`config.mk`:
```
export PLATFORM = sky130hd
export DESIGN_NAME = cell_plotter_flat
export DESIGN_NICKNAME = d
export VERILOG_FILES = /design/src/rtl/cell_plotter_if.sv /design/src/rtl/cell_plotter.sv /design/src/flat_wrapper.sv
export SDC_FILE = /design/constraint.sdc
export NUM_CORES = 1
export LEC_CHECK = 0
export CAP_MARGIN = 0
export CELL_PAD_IN_SITES_DETAIL_PLACEMENT = 0
export CELL_PAD_IN_SITES_GLOBAL_PLACEMENT = 1
export CORE_MARGIN = 2
export CORE_UTILIZATION = 40
export DETAILED_ROUTE_END_ITERATION = 16
export DONT_BUFFER_PORTS = 1
export PLACE_DENSITY_LB_ADDON = 0.15
export SLEW_MARGIN = 20
export SYNTH_ARGS = -nofsm -noshare
export SYNTH_HDL_FRONTEND = slang
export SYNTH_SLANG_ARGS = --single-unit
```
`constraint.sdc`:
```
create_clock -name clock -period 6.8 [get_ports clock]
set_clock_uncertainty 0.1 [all_clocks]
set_input_delay 1.02 -clock clock [delete_from_list [all_inputs] [get_ports clock]]
set_output_delay 1.02 -clock clock [all_outputs]
set_load 0.02 [all_outputs]
```
`src/rtl/cell_plotter_if.sv`:
```
// Bundle between the coordinate/draw controller and the cell plotter datapath.
interface cell_plotter_if #(
  parameter int COLOUR_W = 3
);
  logic                ldX;
  logic                ldY;
  logic [7:0]          loadVal;
  logic                draw;
  logic [COLOUR_W-1:0] colour_in;
  logic [7:0]          vga_x;
  logic [6:0]          vga_y;
  logic [COLOUR_W-1:0] vga_colour;
  logic                plot;
  logic                busy;
  logic                done;

  // Controller side: drives load/draw requests, observes the pixel stream.
  modport master (
    output ldX, ldY, loadVal, draw, colour_in,
    input  vga_x, vga_y, vga_colour, plot, busy, done
  );

  // Plotter side: accepts requests, produces the pixel stream.
  modport slave (
    input  ldX, ldY, loadVal, draw, colour_in,
    output vga_x, vga_y, vga_colour, plot, busy, done
  );
endinterface

```
`src/rtl/cell_plotter.sv`:
```
// Cell plotter: latches a cell coordinate and, on each rising edge of draw,
// streams the CELL_SIZE x CELL_SIZE pixel square of that cell to the VGA
// adapter, one pixel per clock in row-major order.
module cell_plotter #(
  parameter int CELL_SIZE = 4,
  parameter int GRID_W    = 40,
  parameter int GRID_H    = 30,
  parameter int COLOUR_W  = 3
) (
  input logic           clock,
  input logic           reset,
  cell_plotter_if.slave bus
);

  localparam int         SHIFT  = $clog2(CELL_SIZE);
  localparam logic [7:0] X_MAX  = 8'(GRID_W - 1);
  localparam logic [7:0] Y_MAX  = 8'(GRID_H - 1);
  localparam logic [2:0] P_LAST = 3'(CELL_SIZE - 1);

  typedef enum logic [1:0] {
    S_IDLE = 2'd0,
    S_PLOT = 2'd1,
    S_DONE = 2'd2
  } state_t;

  state_t              state_q, state_d;
  logic [7:0]          x_cell_q, x_cell_d;
  logic [7:0]          y_cell_q, y_cell_d;
  logic [2:0]          px_q, px_d;
  logic [2:0]          py_q, py_d;
  logic [COLOUR_W-1:0] colour_q, colour_d;
  logic                draw_q;
  logic                start_s;

  logic [7:0]          vga_x_q, vga_x_d;
  logic [6:0]          vga_y_q, vga_y_d;
  logic [COLOUR_W-1:0] vga_colour_q, vga_colour_d;
  logic                plot_q, plot_d;
  logic                busy_q, busy_d;
  logic                done_q, done_d;

  // Holding draw high only paints once: a paint needs a fresh 0->1 edge.
  assign start_s = bus.draw & ~draw_q;

  // Coordinate loads are accepted outside PLOT only, saturated to the grid.
  always_comb begin
    x_cell_d = x_cell_q;
    y_cell_d = y_cell_q;
    if (state_q != S_PLOT) begin
      if (bus.ldX) begin
        x_cell_d = (bus.loadVal > X_MAX) ? X_MAX : bus.loadVal;
      end else begin
        x_cell_d = x_cell_q;
      end
      if (bus.ldY) begin
        y_cell_d = (bus.loadVal > Y_MAX) ? Y_MAX : bus.loadVal;
      end else begin
        y_cell_d = y_cell_q;
      end
    end else begin
      x_cell_d = x_cell_q;
      y_cell_d = y_cell_q;
    end
  end

  // Coordinate registers and draw edge detector.
  always_ff @(posedge clock or posedge reset) begin
    if (reset) begin
      x_cell_q <= 8'd0;
      y_cell_q <= 8'd0;
      draw_q   <= 1'b0;
    end else begin
      x_cell_q <= x_cell_d;
      y_cell_q <= y_cell_d;
      draw_q   <= bus.draw;
    end
  end

  // FSM state register with the pixel counters and paint colour.
  always_ff @(posedge clock or posedge reset) begin
    if (reset) begin
      state_q  <= S_IDLE;
      px_q     <= 3'd0;
      py_q     <= 3'd0;
      colour_q <= '0;
    end else begin
      state_q  <= state_d;
      px_q     <= px_d;
      py_q     <= py_d;
      colour_q <= colour_d;
    end
  end

  // Next-state logic: walk px fastest, then py; a start outside IDLE is dropped.
  always_comb begin
    state_d  = state_q;
    px_d     = px_q;
    py_d     = py_q;
    colour_d = colour_q;
    case (state_q)
      S_IDLE: begin
        if (start_s) begin
          state_d  = S_PLOT;
          px_d     = 3'd0;
          py_d     = 3'd0;
          colour_d = bus.colour_in;
        end else begin
          state_d  = S_IDLE;
        end
      end
      S_PLOT: begin
        if ((px_q == P_LAST) && (py_q == P_LAST)) begin
          state_d = S_DONE;
        end else if (px_q == P_LAST) begin
          px_d = 3'd0;
          py_d = py_q + 3'd1;
        end else begin
          px_d = px_q + 3'd1;
        end
      end
      S_DONE: begin
        state_d = S_IDLE;
      end
      default: begin
        state_d = S_IDLE;
      end
    endcase
  end

  // Output decode from the next state so every output comes straight off a flop.
  always_comb begin
    vga_x_d      = vga_x_q;
    vga_y_d      = vga_y_q;
    vga_colour_d = vga_colour_q;
    plot_d       = 1'b0;
    busy_d       = 1'b0;
    done_d       = 1'b0;
    case (state_d)
      S_PLOT: begin
        plot_d       = 1'b1;
        busy_d       = 1'b1;
        vga_x_d      = (x_cell_d << SHIFT) + {5'd0, px_d};
        vga_y_d      = 7'((y_cell_d << SHIFT) + {5'd0, py_d});
        vga_colour_d = colour_d;
      end
      S_DONE: begin
        done_d = 1'b1;
      end
      S_IDLE: begin
        done_d = 1'b0;
      end
      default: begin
        done_d = 1'b0;
      end
    endcase
  end

  // Registered pixel stream towards the VGA adapter.
  always_ff @(posedge clock or posedge reset) begin
    if (reset) begin
      vga_x_q      <= 8'd0;
      vga_y_q      <= 7'd0;
      vga_colour_q <= '0;
      plot_q       <= 1'b0;
      busy_q       <= 1'b0;
      done_q       <= 1'b0;
    end else begin
      vga_x_q      <= vga_x_d;
      vga_y_q      <= vga_y_d;
      vga_colour_q <= vga_colour_d;
      plot_q       <= plot_d;
      busy_q       <= busy_d;
      done_q       <= done_d;
    end
  end

  assign bus.vga_x      = vga_x_q;
  assign bus.vga_y      = vga_y_q;
  assign bus.vga_colour = vga_colour_q;
  assign bus.plot       = plot_q;
  assign bus.busy       = busy_q;
  assign bus.done       = done_q;

endmodule

```
`src/flat_wrapper.sv`:
```
// flat-port wrapper written by rule: the top's interface ports become plain ports
module cell_plotter_flat 
#(
  parameter int CELL_SIZE = 4,
  parameter int GRID_W    = 40,
  parameter int GRID_H    = 30,
  parameter int COLOUR_W  = 3
)
  (clock, reset, bus_ldX, bus_ldY, bus_loadVal, bus_draw, bus_colour_in, bus_vga_x, bus_vga_y, bus_vga_colour, bus_plot, bus_busy, bus_done);
  cell_plotter_if #(.COLOUR_W(COLOUR_W)) bus_i ();
  input logic clock;
  input logic reset;
  input wire logic [$bits(bus_i.ldX)-1:0] bus_ldX;
  input wire logic [$bits(bus_i.ldY)-1:0] bus_ldY;
  input wire logic [$bits(bus_i.loadVal)-1:0] bus_loadVal;
  input wire logic [$bits(bus_i.draw)-1:0] bus_draw;
  input wire logic [$bits(bus_i.colour_in)-1:0] bus_colour_in;
  output wire logic [$bits(bus_i.vga_x)-1:0] bus_vga_x;
  output wire logic [$bits(bus_i.vga_y)-1:0] bus_vga_y;
  output wire logic [$bits(bus_i.vga_colour)-1:0] bus_vga_colour;
  output wire logic [$bits(bus_i.plot)-1:0] bus_plot;
  output wire logic [$bits(bus_i.busy)-1:0] bus_busy;
  output wire logic [$bits(bus_i.done)-1:0] bus_done;
  assign bus_i.ldX = bus_ldX;
  assign bus_i.ldY = bus_ldY;
  assign bus_i.loadVal = bus_loadVal;
  assign bus_i.draw = bus_draw;
  assign bus_i.colour_in = bus_colour_in;
  assign bus_vga_x = bus_i.vga_x;
  assign bus_vga_y = bus_i.vga_y;
  assign bus_vga_colour = bus_i.vga_colour;
  assign bus_plot = bus_i.plot;
  assign bus_busy = bus_i.busy;
  assign bus_done = bus_i.done;
  cell_plotter #(.CELL_SIZE(CELL_SIZE), .GRID_W(GRID_W), .GRID_H(GRID_H), .COLOUR_W(COLOUR_W)) u_core (.clock(clock), .reset(reset), .bus(bus_i));
endmodule
```
==> results.sh <==
export IMPL_outcome="finished clean"
export IMPL_crit_path_max_fanout=5
export IMPL_netlist_instances=191
export IMPL_avgSynthCellArea_um2=10.5
export IMPL_die_y_um=74.8
export IMPL_crit_path_cell_trace="nor3_1, nand3_1, o32a_1, ha_1, ha_1, a31o_2, a31oi_1"
export IMPL_place_gp_congestion=0.782
export IMPL_powerDensity_nw_per_um2=420
export IMPL_die_w_um=74.8
export IMPL_cts_resized=0
export IMPL_synth_area_leaders="dfrtp_1, nand2_1, ha_1"
export IMPL_cap_violations=0
export IMPL_grt_ovfl_total=0
export IMPL_cp_required_ns=6.91
export IMPL_clock_latency_ns=0.29
export IMPL_crit_slowest_cell="nor3_1"
export IMPL_hpwlAfterDp_um=2930
export IMPL_first_iter_violations=79
export IMPL_synth_common_cells="dfrtp_1, nand2_1, nor2_1, inv_1, a31oi_1"
export IMPL_finalMaxSlewViolations=0
export IMPL_cts_tree="built"
export IMPL_clock_path_buffers=2
export IMPL_clkSinkCount=43
export IMPL_io_buffers=0
export IMPL_clock_fmax_ghz=0.347
export IMPL_cts_root_buf="clkbuf_8"
export IMPL_async_flop_share=1.00
export IMPL_pin_count=37
export IMPL_slew_headroom=0.621
export IMPL_period_share=0.423
export IMPL_wirelength_um=4030
export IMPL_startpoint_type="input port"
export IMPL_wire_per_inst_um=15.5
export IMPL_peakVddDrop_mv=0.149
export IMPL_cp_buffers_inverters=0
export IMPL_cellLeakagePower_nw=0.929
export IMPL_grt_pass1_wl_um=6820
export IMPL_syn_to_final_growth_pct=5.61
export IMPL_rsz0062_at_grt="no"
export IMPL_end_kind="flip-flop"
export IMPL_post_cts_setup_buffers=0
export IMPL_period_needed_ns=2.88
export IMPL_crit_top_cell="ha_1"
export IMPL_grt_use_total=0.164
export IMPL_multi_input_area_um2=811
export IMPL_htree_levels=2
export IMPL_core_area_um2=4790
export IMPL_setup_viol=0
export IMPL_seq_area_frac_synth=0.536
export IMPL_antenna_found_initial=0
export IMPL_dr_total_vias=1379
export IMPL_fillerInstances=461
export IMPL_tightestPinTransition_ns=0.567
export IMPL_via_per_inst=5.30
export IMPL_slowest_delay_ns=0.46
export IMPL_critical_path_class="in -> reg"
export IMPL_cp_top_family="compound AO/OA/AOI/OAI gates"
export IMPL_synth_top_area_frac=0.536
export IMPL_ys_ff_latch=43
export IMPL_hold_violations=0
export IMPL_synth_flop_cell="dfrtp_1"
export IMPL_synth_top_cell_by_area="dfrtp_1"
export IMPL_hold_path_class="reg -> reg"
export IMPL_yosysUniqueCellTypes=50
export IMPL_syn_cell_area_um2=2010
export IMPL_core_rowCount=25
export IMPL_final_util=0.443
export IMPL_grt_pass1_vias=1439
export IMPL_hold_buffers=0
export IMPL_arrival_ns=2.99
export IMPL_n_antenna_cell=0
export IMPL_synth_edf_count=0
export IMPL_nets=215
export IMPL_setup_tns_ns=0
export IMPL_initial_core_util=0.419
export IMPL_yosysWarnings=0
export IMPL_final_antenna_net_count=0
export IMPL_cts_buffers=5
export IMPL_yosysMostFrequentCell="dfrtp_1"
export IMPL_dieArea_um2=5600
export IMPL_path_clk_slew_ns=0.08
export IMPL_drc_errors=0
export IMPL_regArea_um2=1080
export IMPL_drive_gt1_frac=0.130
export IMPL_grt_max_degree=32
export IMPL_synth_nets=213
export IMPL_firstDrtPassIters=6
-- final cells by class --
cell class	count	share of cell area
multi-input combinational	129	0.383
sequential	43	0.508
timing repair buffer	2	0.00709
inverter	12	0.0213
clock buffer	6	0.0390
clock inverter	1	0.00236
tap	67	0.0396
-- layer usage --
layer / track usage / vias up / part of all wire
li1: - / 670 / -
met1: 0.216 / 666 / 0.45
met2: 0.244 / 37 / 0.48
met3: 0.0535 / 6 / 0.060
met4: 0.0774 / 0 / 0.013
met5: 0 / - / 0
-- worst min-delay path, stage by stage, from the launching register on --
cell and delay, ns:
dfrtp_1 0.33, nand2_1 0.06, nand2_1 0.06
-- kinds of logic (layout without fill, tap and decap cells) --
family	count (synthesis)	after routing	synth area share
compound gates	42	42	0.147
xor+xnor	4	4	0.0175
fa+ha+maj	6	6	0.0374
buf+inv	19	21	0.0593
flops	43	43	0.536
mux	1	1	0.00561
simple gates	76	76	0.197
-- per-stage QoR --
step                hold slack, ns  instance area (µm²)  power (mW)  instances  worst slack (ns)
finish                       0.372                 2120       0.890        260              3.92
global route                 0.410                 2120       0.961        260              3.70
CTS                          0.380                 2120       0.904        260              3.93
detailed placement           0.361                 2030       0.737        253              3.65
global placement             0.354                 2030       0.726        253              3.79
floorplan                    0.339                 2010       0.683        191              3.93
-- sequential cells by signal, summed over array words and instances, names as in the netlist --
register and flops:
u_core.colour_q 3, u_core.bus.vga_colour 3, u_core.y_cell_q 5, u_core.bus.vga_y 7
u_core.px_q 3, u_core.py_q 3, u_core.draw_q 1, u_core.state_q 2
u_core.bus.done 1, u_core.bus.vga_x 8, u_core.x_cell_q 6, u_core.bus.plot 1
-- cells in the final DEF (no fill, tap or decap), drive strengths merged, types with 2 or more instances in the layout --
cell / synthesis / final
and2: 3 / 3
a22o: 2 / 2
a21o: 2 / 2
nand3: 6 / 6
a31o: 2 / 2
dfrtp: 43 / 43
ha: 6 / 6
nand3b: 2 / 2
clkbuf: 3 / 6
nor2: 17 / 17
nand4: 2 / 2
o21ai: 7 / 7
or2: 2 / 2
xnor2: 3 / 3
a31oi: 9 / 9
nor3: 3 / 3
a21boi: 2 / 2
and4: 3 / 3
nor2b: 2 / 2
o22ai: 5 / 5
buf: 3 / 2
inv: 12 / 11
a21oi: 6 / 6
nand2: 28 / 28
clkinv: 0 / 2
-- power by group --
| part | total [mW] | internal (mW) | switching (mW) |
|---|---|---|---|
| Clock | 0.164 | 0.0797 | 0.0839 |
| Sequential | 0.465 | 0.348 | 0.116 |
| Combinational | 0.262 | 0.111 | 0.151 |
| Total | 0.890 | 0.539 | 0.351 |
-- worst paths after layout --
check | start | end | slack (ns) | cells after the start
min | u_core.colour_q[1]$_DFF_PP0_ | u_core.colour_q[1]$_DFF_PP0_ | 0.37 | 2
max reg2reg | u_core.py_q[0]$_DFF_PP0_ | u_core.bus.vga_y[6]$_DFFE_PP0P_ | 4.21 | 10
max in group asynchronous | reset | u_core.bus.vga_colour[0]$_DFFE_PP0P_ | 5.42 | 2
min reg2reg | u_core.colour_q[1]$_DFF_PP0_ | u_core.colour_q[1]$_DFF_PP0_ | 0.37 | 2
max | bus_loadVal[7] | u_core.bus.vga_y[6]$_DFFE_PP0P_ | 3.92 | 7
min in group asynchronous | reset | u_core.bus.vga_x[6]$_DFFE_PP0P_ | 0.46 | 1
Power figures use the tool's default switching activity.
